**config.mk**
```make
export PLATFORM = sky130hd
export DESIGN_NAME = div_8
export DESIGN_NICKNAME = d
export VERILOG_FILES = /design/src/rtl/div_8_pkg.sv /design/src/rtl/div_8_step.sv /design/src/rtl/div_8.sv
export SDC_FILE = /design/constraint.sdc
export NUM_CORES = 1
export LEC_CHECK = 0
export CAP_MARGIN = 25
export CORE_MARGIN = 1.5
export CORE_UTILIZATION = 25
export CTS_BUF_LIST = sky130_fd_sc_hd__clkbuf_4
export DETAILED_ROUTE_END_ITERATION = 7
export PLACE_DENSITY_LB_ADDON = 0.3
export SLEW_MARGIN = 40
export SYNTH_ARGS = -nofsm -noshare
export SYNTH_HDL_FRONTEND = slang
export SYNTH_SLANG_ARGS = --single-unit
```
**constraint.sdc**
```tcl
create_clock -name clock -period 2.4 [get_ports clock]
set_input_delay 0.48 -clock clock [delete_from_list [all_inputs] [get_ports clock]]
set_output_delay 0.48 -clock clock [all_outputs]
set_load 0.02 [all_outputs]
```
**src/rtl/div_8_pkg.sv**
```systemverilog
// div_8 shared types and constants.
// Imported by div_8 and div_8_step.
package div_8_pkg;

  localparam int WIDTH = 8;
  localparam int CNT_W = 3;

  typedef enum logic [1:0] {
    IDLE = 2'd0,
    RUN  = 2'd1,
    DONE = 2'd2
  } state_t;

  // Two's-complement magnitude; 0x80 maps to 128 as unsigned.
  function automatic logic [WIDTH-1:0] mag(
    input logic [WIDTH-1:0] v
  );
    return v[WIDTH-1] ? (~v + 1'b1) : v;
  endfunction

endpackage

```
**src/rtl/div_8_step.sv**
```systemverilog
// div_8 single restoring-division trial subtraction.
// Inverted-divisor add with carry-in; carry-out is the >=0 flag.
module div_8_step
  import div_8_pkg::*;
(
  input  logic [WIDTH:0]   rem,
  input  logic [WIDTH-1:0] dvs,
  output logic [WIDTH:0]   diff,
  output logic             ge
);

  logic [WIDTH+1:0] sum;

  assign sum = {1'b0, rem}
             + {1'b0, ~{1'b0, dvs}}
             + {{(WIDTH+1){1'b0}}, 1'b1};

  assign diff = sum[WIDTH:0];
  assign ge   = sum[WIDTH+1];

endmodule

```
**src/rtl/div_8.sv**
```systemverilog
// div_8: multi-cycle 8-bit restoring divider, 9-cycle latency.
// Define DIV_8_SIGNED_EN for two's-complement operands.
module div_8
  import div_8_pkg::*;
(
  input  logic             clock,
  input  logic             reset,
  input  logic             ctrl_DIV,
  input  logic [WIDTH-1:0] data_operandA,
  input  logic [WIDTH-1:0] data_operandB,
  output logic [WIDTH-1:0] data_result,
  output logic [WIDTH-1:0] data_remainder,
  output logic             data_exception,
  output logic             data_resultRDY,
  output logic             data_busy
);

  state_t state_q, state_d;

  logic [WIDTH:0]   r_q, r_sh, r_nx, diff;
  logic [WIDTH-1:0] q_q, d_q, q_nx;
  logic [CNT_W-1:0] cnt_q;
  logic             ge, start, b_zero, last;

  logic [WIDTH-1:0] a_in, b_in;
  logic [WIDTH-1:0] fin_q, fin_r;
  logic             fin_exc;

  logic [WIDTH-1:0] res_d, rem_d;
  logic             exc_d, rdy_d, busy_d;

  assign start  = ctrl_DIV && (state_q != RUN);
  assign b_zero = (data_operandB == '0);
  assign last   = (state_q == RUN) &&
                  (cnt_q == CNT_W'(WIDTH - 1));

  assign r_sh = {r_q[WIDTH-1:0], q_q[WIDTH-1]};

  div_8_step u_step (
    .rem  (r_sh),
    .dvs  (d_q),
    .diff (diff),
    .ge   (ge)
  );

  assign r_nx = ge ? diff : r_sh;
  assign q_nx = {q_q[WIDTH-2:0], ge};

`ifdef DIV_8_SIGNED_EN
  logic neg_q_q, neg_r_q, ovf_q;

  assign a_in    = mag(data_operandA);
  assign b_in    = mag(data_operandB);
  assign fin_q   = neg_q_q ? (~q_nx + 1'b1) : q_nx;
  assign fin_r   = neg_r_q ? (~r_nx[WIDTH-1:0] + 1'b1)
                           : r_nx[WIDTH-1:0];
  assign fin_exc = ovf_q;

  // Sign bookkeeping captured with the operands.
  always_ff @(posedge clock) begin
    if (reset) begin
      neg_q_q <= 1'b0;
      neg_r_q <= 1'b0;
      ovf_q   <= 1'b0;
    end else if (start) begin
      neg_q_q <= data_operandA[WIDTH-1] ^ data_operandB[WIDTH-1];
      neg_r_q <= data_operandA[WIDTH-1];
      ovf_q   <= (data_operandA == 8'h80) &&
                 (data_operandB == 8'hFF);
    end
  end
`else
  assign a_in    = data_operandA;
  assign b_in    = data_operandB;
  assign fin_q   = q_nx;
  assign fin_r   = r_nx[WIDTH-1:0];
  assign fin_exc = 1'b0;
`endif

  // State register.
  always_ff @(posedge clock) begin
    if (reset) state_q <= IDLE;
    else       state_q <= state_d;
  end

  // Next-state decode.
  always_comb begin
    state_d = state_q;
    unique case (state_q)
      IDLE, DONE: begin
        if (ctrl_DIV) state_d = b_zero ? DONE : RUN;
        else          state_d = IDLE;
      end
      RUN:     if (last) state_d = DONE;
      default: state_d = IDLE;
    endcase
  end

  // Next values of the registered outputs.
  always_comb begin
    res_d  = data_result;
    rem_d  = data_remainder;
    exc_d  = data_exception;
    rdy_d  = (state_d == DONE);
    busy_d = (state_d != IDLE);
    if (start) begin
      exc_d = 1'b0;
      if (b_zero) begin
        res_d = '0;
        rem_d = '0;
        exc_d = 1'b1;
      end
    end
    if (last) begin
      res_d = fin_q;
      rem_d = fin_r;
      exc_d = fin_exc;
    end
  end

  // Shift/subtract datapath and iteration counter.
  always_ff @(posedge clock) begin
    if (reset) begin
      r_q   <= '0;
      q_q   <= '0;
      d_q   <= '0;
      cnt_q <= '0;
    end else if (start) begin
      r_q   <= '0;
      q_q   <= a_in;
      d_q   <= b_in;
      cnt_q <= '0;
    end else if (state_q == RUN) begin
      r_q   <= r_nx;
      q_q   <= q_nx;
      cnt_q <= cnt_q + 1'b1;
    end
  end

  // Output registers.
  always_ff @(posedge clock) begin
    if (reset) begin
      data_result    <= '0;
      data_remainder <= '0;
      data_exception <= 1'b0;
      data_resultRDY <= 1'b0;
      data_busy      <= 1'b0;
    end else begin
      data_result    <= res_d;
      data_remainder <= rem_d;
      data_exception <= exc_d;
      data_resultRDY <= rdy_d;
      data_busy      <= busy_d;
    end
  end

endmodule

```
==> Yosys cells after proc, flatten, opt, wreduce, memory -nomap -nowiden <==
Cells that the tools add are included.
{ "op_classes": {"addsub": 3, "multipliers": 0, "div_mod_pow": 0, "order_cmp": 0, "n_eq_ne": 5, "shifts": 0, "muxes": 12, "bitwise": 1, "reduce_logical": 12} }
{ "op_table": {"columns": ["op", "count"], "rows": [
  ["$mux W8", 7],
  ["$add A10 B1 Y10 const B", 1],
  ["$add A9 B9 Y10", 1],
  ["$not A8 Y9", 1],
  ["$logic_not A8 Y1", 1],
  ["$reduce_bool A2 Y1", 4],
  ["$mux W2", 3],
  ["$reduce_or A2 Y1", 3],
  ["$eq A2 B2 Y1 const B", 2],
  ["$pmux W2 S2", 1],
  ["$add A3 B1 Y3 const B", 1],
  ["$eq A3 B3 Y1 const B", 1],
  ["$eq A2 B1 Y1 const B", 1],
  ["$logic_and A1 B1 Y1", 2],
  ["$logic_not A2 Y1", 1],
  ["$ne A2 B1 Y1 const B", 1],
  ["$reduce_and A2 Y1", 1],
  ["$mux W1", 1]
]} }
{ "totals": {"reg_bits": 48, "latch_bits": 0, "ram_bits": 0, "romBits": 0, "in_bits": 19, "output_inout_bits": 19, "wordCells": 43, "n_memories": 0} }

==> Logic depth before layout (Yosys ltp) <==
Gate-level depths: netlist of run 1.
{ "depth": {"word_depth": 5, "ltp_mapped": 9, "depth_no_buf": 9} }

==> Hierarchy <==
Synthesis of run 1 repeated with hierarchy kept, for this count alone.
{ "unflattened": {"hier_cells": 240, "hier_area_um2": 2207.1} }
{ "by_module_without_submodules": {"columns": ["mod", "n_inst", "cells_per_inst", "area_per_inst_um2", "seq_area_each_um2"], "rows": [
  ["div_8", 1, 182, 1814.2, 960.9],
  ["div_8_step", 1, 58, 392.9, 0.0]
]} }

==> Least setup slack after synthesis of run 1 <==
OpenSTA, ideal clock, no wires.
{ "synth_timing": {"path_kind": "flip-flop to flip-flop", "start": "reg d_q[6]", "end": "reg data_remainder[7]", "setup_time_ns": 0.117, "arrival_time_ns": 1.820, "t_required_ns": 2.283, "path_slack_ns": 0.463, "path_stages_with_launch": 9, "path_buffers": 1, "synth_period_minus_slack_ns": 1.937, "cell_sequence": "dfxtp_1 > inv_1 > ha_1 > buf_4 > a21o_1 > a221o_1 > nor2_2 > o41ai_2 > a22o_1"} }
{ "synth_between": {"elab_chain_len": 5} }
{ "synth_rtl": {"columns": ["element", "line", "text"], "rows": [
  ["start, declared", "div_8.sv:21", "logic [WIDTH-1:0] q_q, d_q, q_nx;"],
  ["start signal, assigned", "div_8.sv:131", "d_q <= b_in;"],
  ["$not A8 Y9", "div_8_step.sv:15", "+ {1'b0, ~{1'b0, dvs}}"],
  ["$add A9 B9 Y10", "div_8_step.sv:15", null],
  ["$add A10 B1 Y10", "div_8_step.sv:16", "+ {{(WIDTH+1){1'b0}}, 1'b1};"],
  ["$mux W8", "div_8.sv:46", "assign r_nx = ge ? diff : r_sh;"],
  ["$mux W8", "div_8.sv:114", "if (last) begin"],
  ["end signal, assigned", "div_8.sv:150", "data_remainder <= rem_d;"],
  ["end, declared", "div_8.sv:12", "output logic [WIDTH-1:0] data_remainder,"]
]} }
No other way between the ends.
A chain may end at the register's enable or synchronous reset.

==> Worst setup path after layout of run 1 <==
Same ends and word-level chain as after synthesis.

==> results of run 1 <==
==> layout by cell type, fill, tap and decap left out, types with 2 or more instances in the layout <==
cell type / synthesis / routed
dfxtp_1: 48 / 48
clkdlybuf4s50_1: 0 / 37
nor2_1: 32 / 32
nand2_1: 20 / 20
a21oi_1: 17 / 17
inv_1: 13 / 13
mux2i_1: 13 / 13
a211oi_1: 13 / 13
nand3_1: 13 / 13
o21ai_0: 11 / 11
buf_4: 2 / 11
ha_1: 10 / 10
a22oi_1: 8 / 8
clkbuf_4: 0 / 5
nand2b_1: 4 / 4
nor3_1: 4 / 4
xor2_1: 3 / 3
nand4_1: 3 / 3
a21o_1: 2 / 2
nor2b_1: 2 / 2
or4_1: 2 / 2
a22o_1: 2 / 2
nor3b_1: 2 / 2
==> power groups by stage <==
| stage | registers, mW | clock network (mW) | logic, mW |
|---|---|---|---|
| finish | 0.859 | 0.499 | 0.473 |
| global route | 0.864 | 0.547 | 0.526 |
| CTS | 0.860 | 0.518 | 0.479 |
| detailed placement | 0.877 | 0 | 0.477 |
| global placement | 0.877 | 0 | 0.474 |
| floorplan | 0.870 | 0 | 0.353 |
==> critical path: stages (launching register included) <==
cell and delay (ps):
dfxtp_1 360, inv_1 50, ha_1 430, nand4_2 200, a2111oi_4 340, nor2_2 130
o41ai_2 490, a22o_1 180
==> metal layers <==
layer | up-vias | GRT usage | routed length, um
met3 | 5 | 0.0216 | 181
met4 | 0 | 0.0260 | 40
met1 | 936 | 0.149 | 2660
met2 | 36 | 0.201 | 2710
met5 | - | 0 | 0
li1 | 1036 | - | -
==> area by class of cell <==
class | instances | area, um2
timing repair buffer | 48 | 453
clock inverter | 3 | 46.3
multi-input combinational | 189 | 1280
clock buffer | 5 | 37.5
inverter | 13 | 48.8
fill | 992 | 6230
tap | 111 | 139
sequential | 48 | 961
==> state kept, by name, indices dropped and copies added (netlist names) <==
signal	flops
d_q	8
data_remainder	8
data_result	8
q_q	8
r_q	8
cnt_q	3
state_q	2
data_busy	1
data_exception	1
data_resultRDY	1
==> Yosys cell counts (2+ instances only) <==
master / count
buf_2: 3
xor2_1: 3
nand2_1: 20
nor2_1: 32
nand2b_1: 4
nand4_1: 3
a211oi_1: 13
inv_1: 13
nor3_1: 4
a22oi_1: 8
nor3b_1: 2
or4_1: 2
nand3_1: 13
clkbuf_1: 7
o21ai_0: 11
ha_1: 10
a22o_1: 2
a21oi_1: 17
dfxtp_1: 48
buf_4: 2
a21o_1: 2
buf_1: 3
nor2b_1: 2
mux2i_1: 13
==> through the flow <==
| step | TNS (ps) | utilization | cell area (um2) |
|---|---|---|---|
| 2_1_floorplan | 0 | - | 2360 |
| 3_3_place_gp | 0 | 0.314 | 2890 |
| 3_5_place_dp | -26.6 | 0.314 | 2890 |
| 4_1_cts | 0 | 0.323 | 2970 |
| 5_1_grt | 0 | 0.323 | 2970 |
| 6_report | 0 | 0.323 | 2970 |
==> cells by family after synthesis <==
family | synth area share
AOI/OAI and AO/OA | 0.213
xor gates and xnor gates | 0.0148
muxes | 0.0551
buffers and inverters | 0.0493
adders and majority gates | 0.0615
DFF | 0.407
and+or+nand+nor | 0.199
==> worst paths after layout <==
| kind | start | to | cells after the start |
|---|---|---|---|
| setup / recovery | d_q[6] | data_remainder[7] | 7 |
| hold / removal | d_q[4] | d_q[4] | 2 |
| setup reg to reg | d_q[6] | data_remainder[7] | 7 |
| hold reg to reg | d_q[4] | d_q[4] | 2 |
==> out/qor.yml, run 1 <==
flow_run:
  drv_cap: 0
layout:
  fin_nets: 335
  areaGrowthSynthToFinish_pct: 25.8
  final_cells: 417
  antenna_cells: 0
  drive_gt1_frac: 0.105
logic_synthesis:
  synthArstFlopShare: 0
  synth_area_leaders: "dfxtp_1 (41%), mux2i_1 (5.5%), ha_1 (5.3%)"
  yosys_warnings: 0
  avgSynthCellArea_um2: 8.91
  synth_top_flop_cell: "dfxtp_1"
  syn_inst: 265
  synth_edf_count: 0
  syn-num-nets: 295
  yosysUniqueCellTypes: 52
  netlist_area_um2: 2360
  yosys.area.top_type_share: 0.407
  synth-seq-cells: 48
  yosysTopAreaCell: "dfxtp_1"
  seq_area_frac_synth: 0.407
placement:
  dp_hpwl_um: 4220
  finalWeightedCongestion: 0.793
  port-buffer-count: 37
  dp_slack_ps: -16.6
  placedCellCount: 409
global_routing:
  grt_use_total: 0.116
  grt_pass1_wl_um: 9320
  grt_pass1_vias: 1961
  grt_max_degree: 30
  antenna_found_initial: 0
  gr-total-overflow: 0
cts:
  post_cts_resized: 0
  htree_levels: 2
  cts_buffers: 5
  path_clk_slew_ps: 150
  cts_tree: "done"
  post-cts-setup-buffers: 0
  holdBufCountCts: 0
  root_buffer: "clkbuf_4"
  cts_buffer_depth: 2
  insertion_delay_ps: 370
  cts_sinks: 48
worst_setup_path:
  worstSetupPathType: "reg -> reg"
  critPathMaxFanout: 10
  crit_required_ps: 2730
  critPathCaptureType: "register"
  crit_arrival_ps: 2540
  start_kind: "register"
  rrSetupSlack_ps: 190
pwr:
  power.share.switching: 0.312
  powerDensity_nw_per_um2: 617
  p_comb_frac: 0.258
  p_int_mw: 1.26
  leakagePower_nw: 1.13
  p_sw_uw: 572
  total_power_mw: 1.83
  seq_power_share: 0.469
  clkPwrFrac: 0.273
  irDropWorstVdd_uv: 251
run_status:
  status: "finished clean"
floorplanning:
  initial_core_util: 0.257
  top_level_ports: 38
  die_y_um: 100
  die_x_um: 100
  fp-row-count: 35
  die_area_um2: 10000
  coreArea_um2: 9200
sta:
  hold_viol: 0
  finalMaxSlewViolations: 0
  fin_crit_sh: 0.922
  worst_slack_ps: 186
  max_freq_mhz: 452
  relSlewSlack: 0.599
  worst_slew_pin_slew_ps: 599
  fin_hold_ws_ps: 467
  finClkSkew_ps: 10.9
  period_needed_ps: 2210
  rsz0062_at_grt: "false"
  setup_violations: 0
route:
  routedWlPerCell_um: 13.4
  avgViaCountPerCell: 4.83
  dr.pass1.iters: 5
  drc: 0
  routed_wl_um: 5590
  vias: 2013
  antenna_left: 0
  drt_iter0_markers: 78
hold_path:
  hp-class: "reg -> reg"
(Power assumes the default switching activity.)
==> run 2, diff against run 1 <==
- CAP_MARGIN: 25 -> unset
- DONT_BUFFER_PORTS: unset -> 1
==> run 2 against run 1 <==
Compared with the run above:
- hold slack lost 280 ps
- sequential power hardly changed
- critical endpoint is now r_q[6]
- critical path type unchanged
- die area is the same
- critical path depth is 2 higher
- total power decreased by 8.8%
==> out/qor.yml, run 2 (synthesis results as in run 1) <==
route:
  routedWlPerCell_um: 15.1
  dr.pass1.iters: 4
  antenna_left: 0
  vias: 1901
  drc: 0
  avgViaCountPerCell: 5.07
  routed_wl_um: 5680
  drt_iter0_markers: 150
placement:
  placedCellCount: 367
  dp_hpwl_um: 4250
  placed_area_um2: 2480
  dp_slack_ps: 221
  finalWeightedCongestion: 0.807
  port-buffer-count: 0
cts:
  cts_tree: "done"
  cts_buffers: 5
  post_cts_resized: 0
  holdBufCountCts: 0
  root_buffer: "clkbuf_4"
  cts_buffer_depth: 2
  htree_levels: 2
  path_clk_slew_ps: 140
  insertion_delay_ps: 350
  cts_sinks: 48
  post-cts-setup-buffers: 0
sta:
  finalMaxSlewViolations: 0
  setup_violations: 0
  finClkSkew_ps: 10.2
  fin_crit_sh: 0.924
  max_freq_mhz: 451
  relSlewSlack: 0.569
  hold_viol: 0
  worst_slack_ps: 183
  period_needed_ps: 2220
  fin_setup_tns_ps: 0
  rsz0062_at_grt: "false"
  worst_slew_pin_slew_ps: 647
floorplanning:
  top_level_ports: 38
  fp-row-count: 35
  coreArea_um2: 9200
  die_x_um: 100
  die_y_um: 100
  die_area_um2: 10000
  initial_core_util: 0.257
global_routing:
  grt_use_met2: 0.194
  use_met3: 0.0279
  grt_use_total: 0.114
  met1_usage: 0.146
  gr-total-overflow: 0
  grt_max_degree: 36
  grt_pass1_vias: 1848
  antenna_found_initial: 0
  grt_pass1_wl_um: 9070
  top_usage_layer: "met2"
flow_run:
  drv_cap: 0
worst_setup_path:
  cp_slowest_stage_delay_ps: 640
  r2r_start: "q_q[7]"
  cp_slowest_cell: "or4b_2"
  crit_chain: "inv_1, ha_1, inv_1, fa_1, a211oi_1, or4b_2, o2111ai_1, mux2i_1, a21oi_1"
  critPathCaptureType: "register"
  start_kind: "register"
  r2r-end: "r_q[6]"
  worstSetupPathType: "reg -> reg"
  crit_arrival_ps: 2510
  critPathMaxFanout: 4
  ff2ff_path_depth: 9
  crit_required_ps: 2700
  rrSetupSlack_ps: 180
  cpMostUsedCell: "inv_1"
layout:
  fin_nets: 293
  nFillCells: 1000
  final_cells: 375
  drive_gt1_frac: 0.0985
  antenna_cells: 0
  fin_util: 0.276
  mostFrequentLayoutCells: "dfxtp_1 (48), nor2_1 (32), nand2_1 (20)"
  finalInstanceArea_um2: 2530
  areaGrowthSynthToFinish_pct: 7.31
  final_common_cell: "dfxtp_1"
hold_path:
  hold_depth: 1
  hp-class: "in -> reg"
  min_from: "reset"
  holdPathEnd: "data_result[1]"
pwr:
  powerDensity_nw_per_um2: 659
  irDropWorstVdd_uv: 321
  leakagePower_nw: 0.962
run_status:
  status: "finished clean"
[run 2: where the power goes]
group | internal, mW | switching (mW) | total (mW)
logic | 0.176 | 0.252 | 0.428
clock network | 0.123 | 0.257 | 0.381
registers | 0.832 | 0.0290 | 0.861
[run 2: final cells by class]
class / instances / area [um2] / area share
Multi-Input combinational cell: 189 / 1280 / 0.507
Sequential cell: 48 / 961 / 0.379
Tap cell: 111 / 139 / 0.0548
Inverter: 13 / 48.8 / 0.0193
Clock buffer: 6 / 45.0 / 0.0178
Timing Repair Buffer: 6 / 45.0 / 0.0178
Clock inverter: 2 / 11.3 / 0.00444
[run 2: metal layers]
layer | vias to the layer above | share of wire
met5 | - | 0
met4 | 0 | 0.0085
met3 | 4 | 0.055
met2 | 41 | 0.49
met1 | 903 | 0.44
li1 | 953 | -
[run 2: stage by stage]
stage | hold slack [ps] | total power [mW]
finish | 191 | 1.67
global route | 154 | 1.77
CTS | 157 | 1.69
detailed placement | 446 | 1.31
global placement | 445 | 1.30
floorplan | 436 | 1.22
[run 2: worst max path at each step]
stage	startpoint	end	slack (ps)	cells past startpoint
2_1_floorplan	d_q[6]	data_remainder[7]	460	8
5_1_grt	q_q[7]	r_q[6]	8	9
4_1_cts	q_q[7]	r_q[6]	190	9
3_3_place_gp	q_q[7]	r_q[6]	220	9
3_5_place_dp	q_q[7]	data_remainder[6]	220	9
6_report	q_q[7]	r_q[6]	180	9
[run 2: critical path: cells and delay by family (launching register included)]
kind	cells	cell delay, ps
compound gates	3	400
fa+ha+maj	2	400
buf+inv	2	140
flops	1	440
mux	1	150
simple gates	1	640
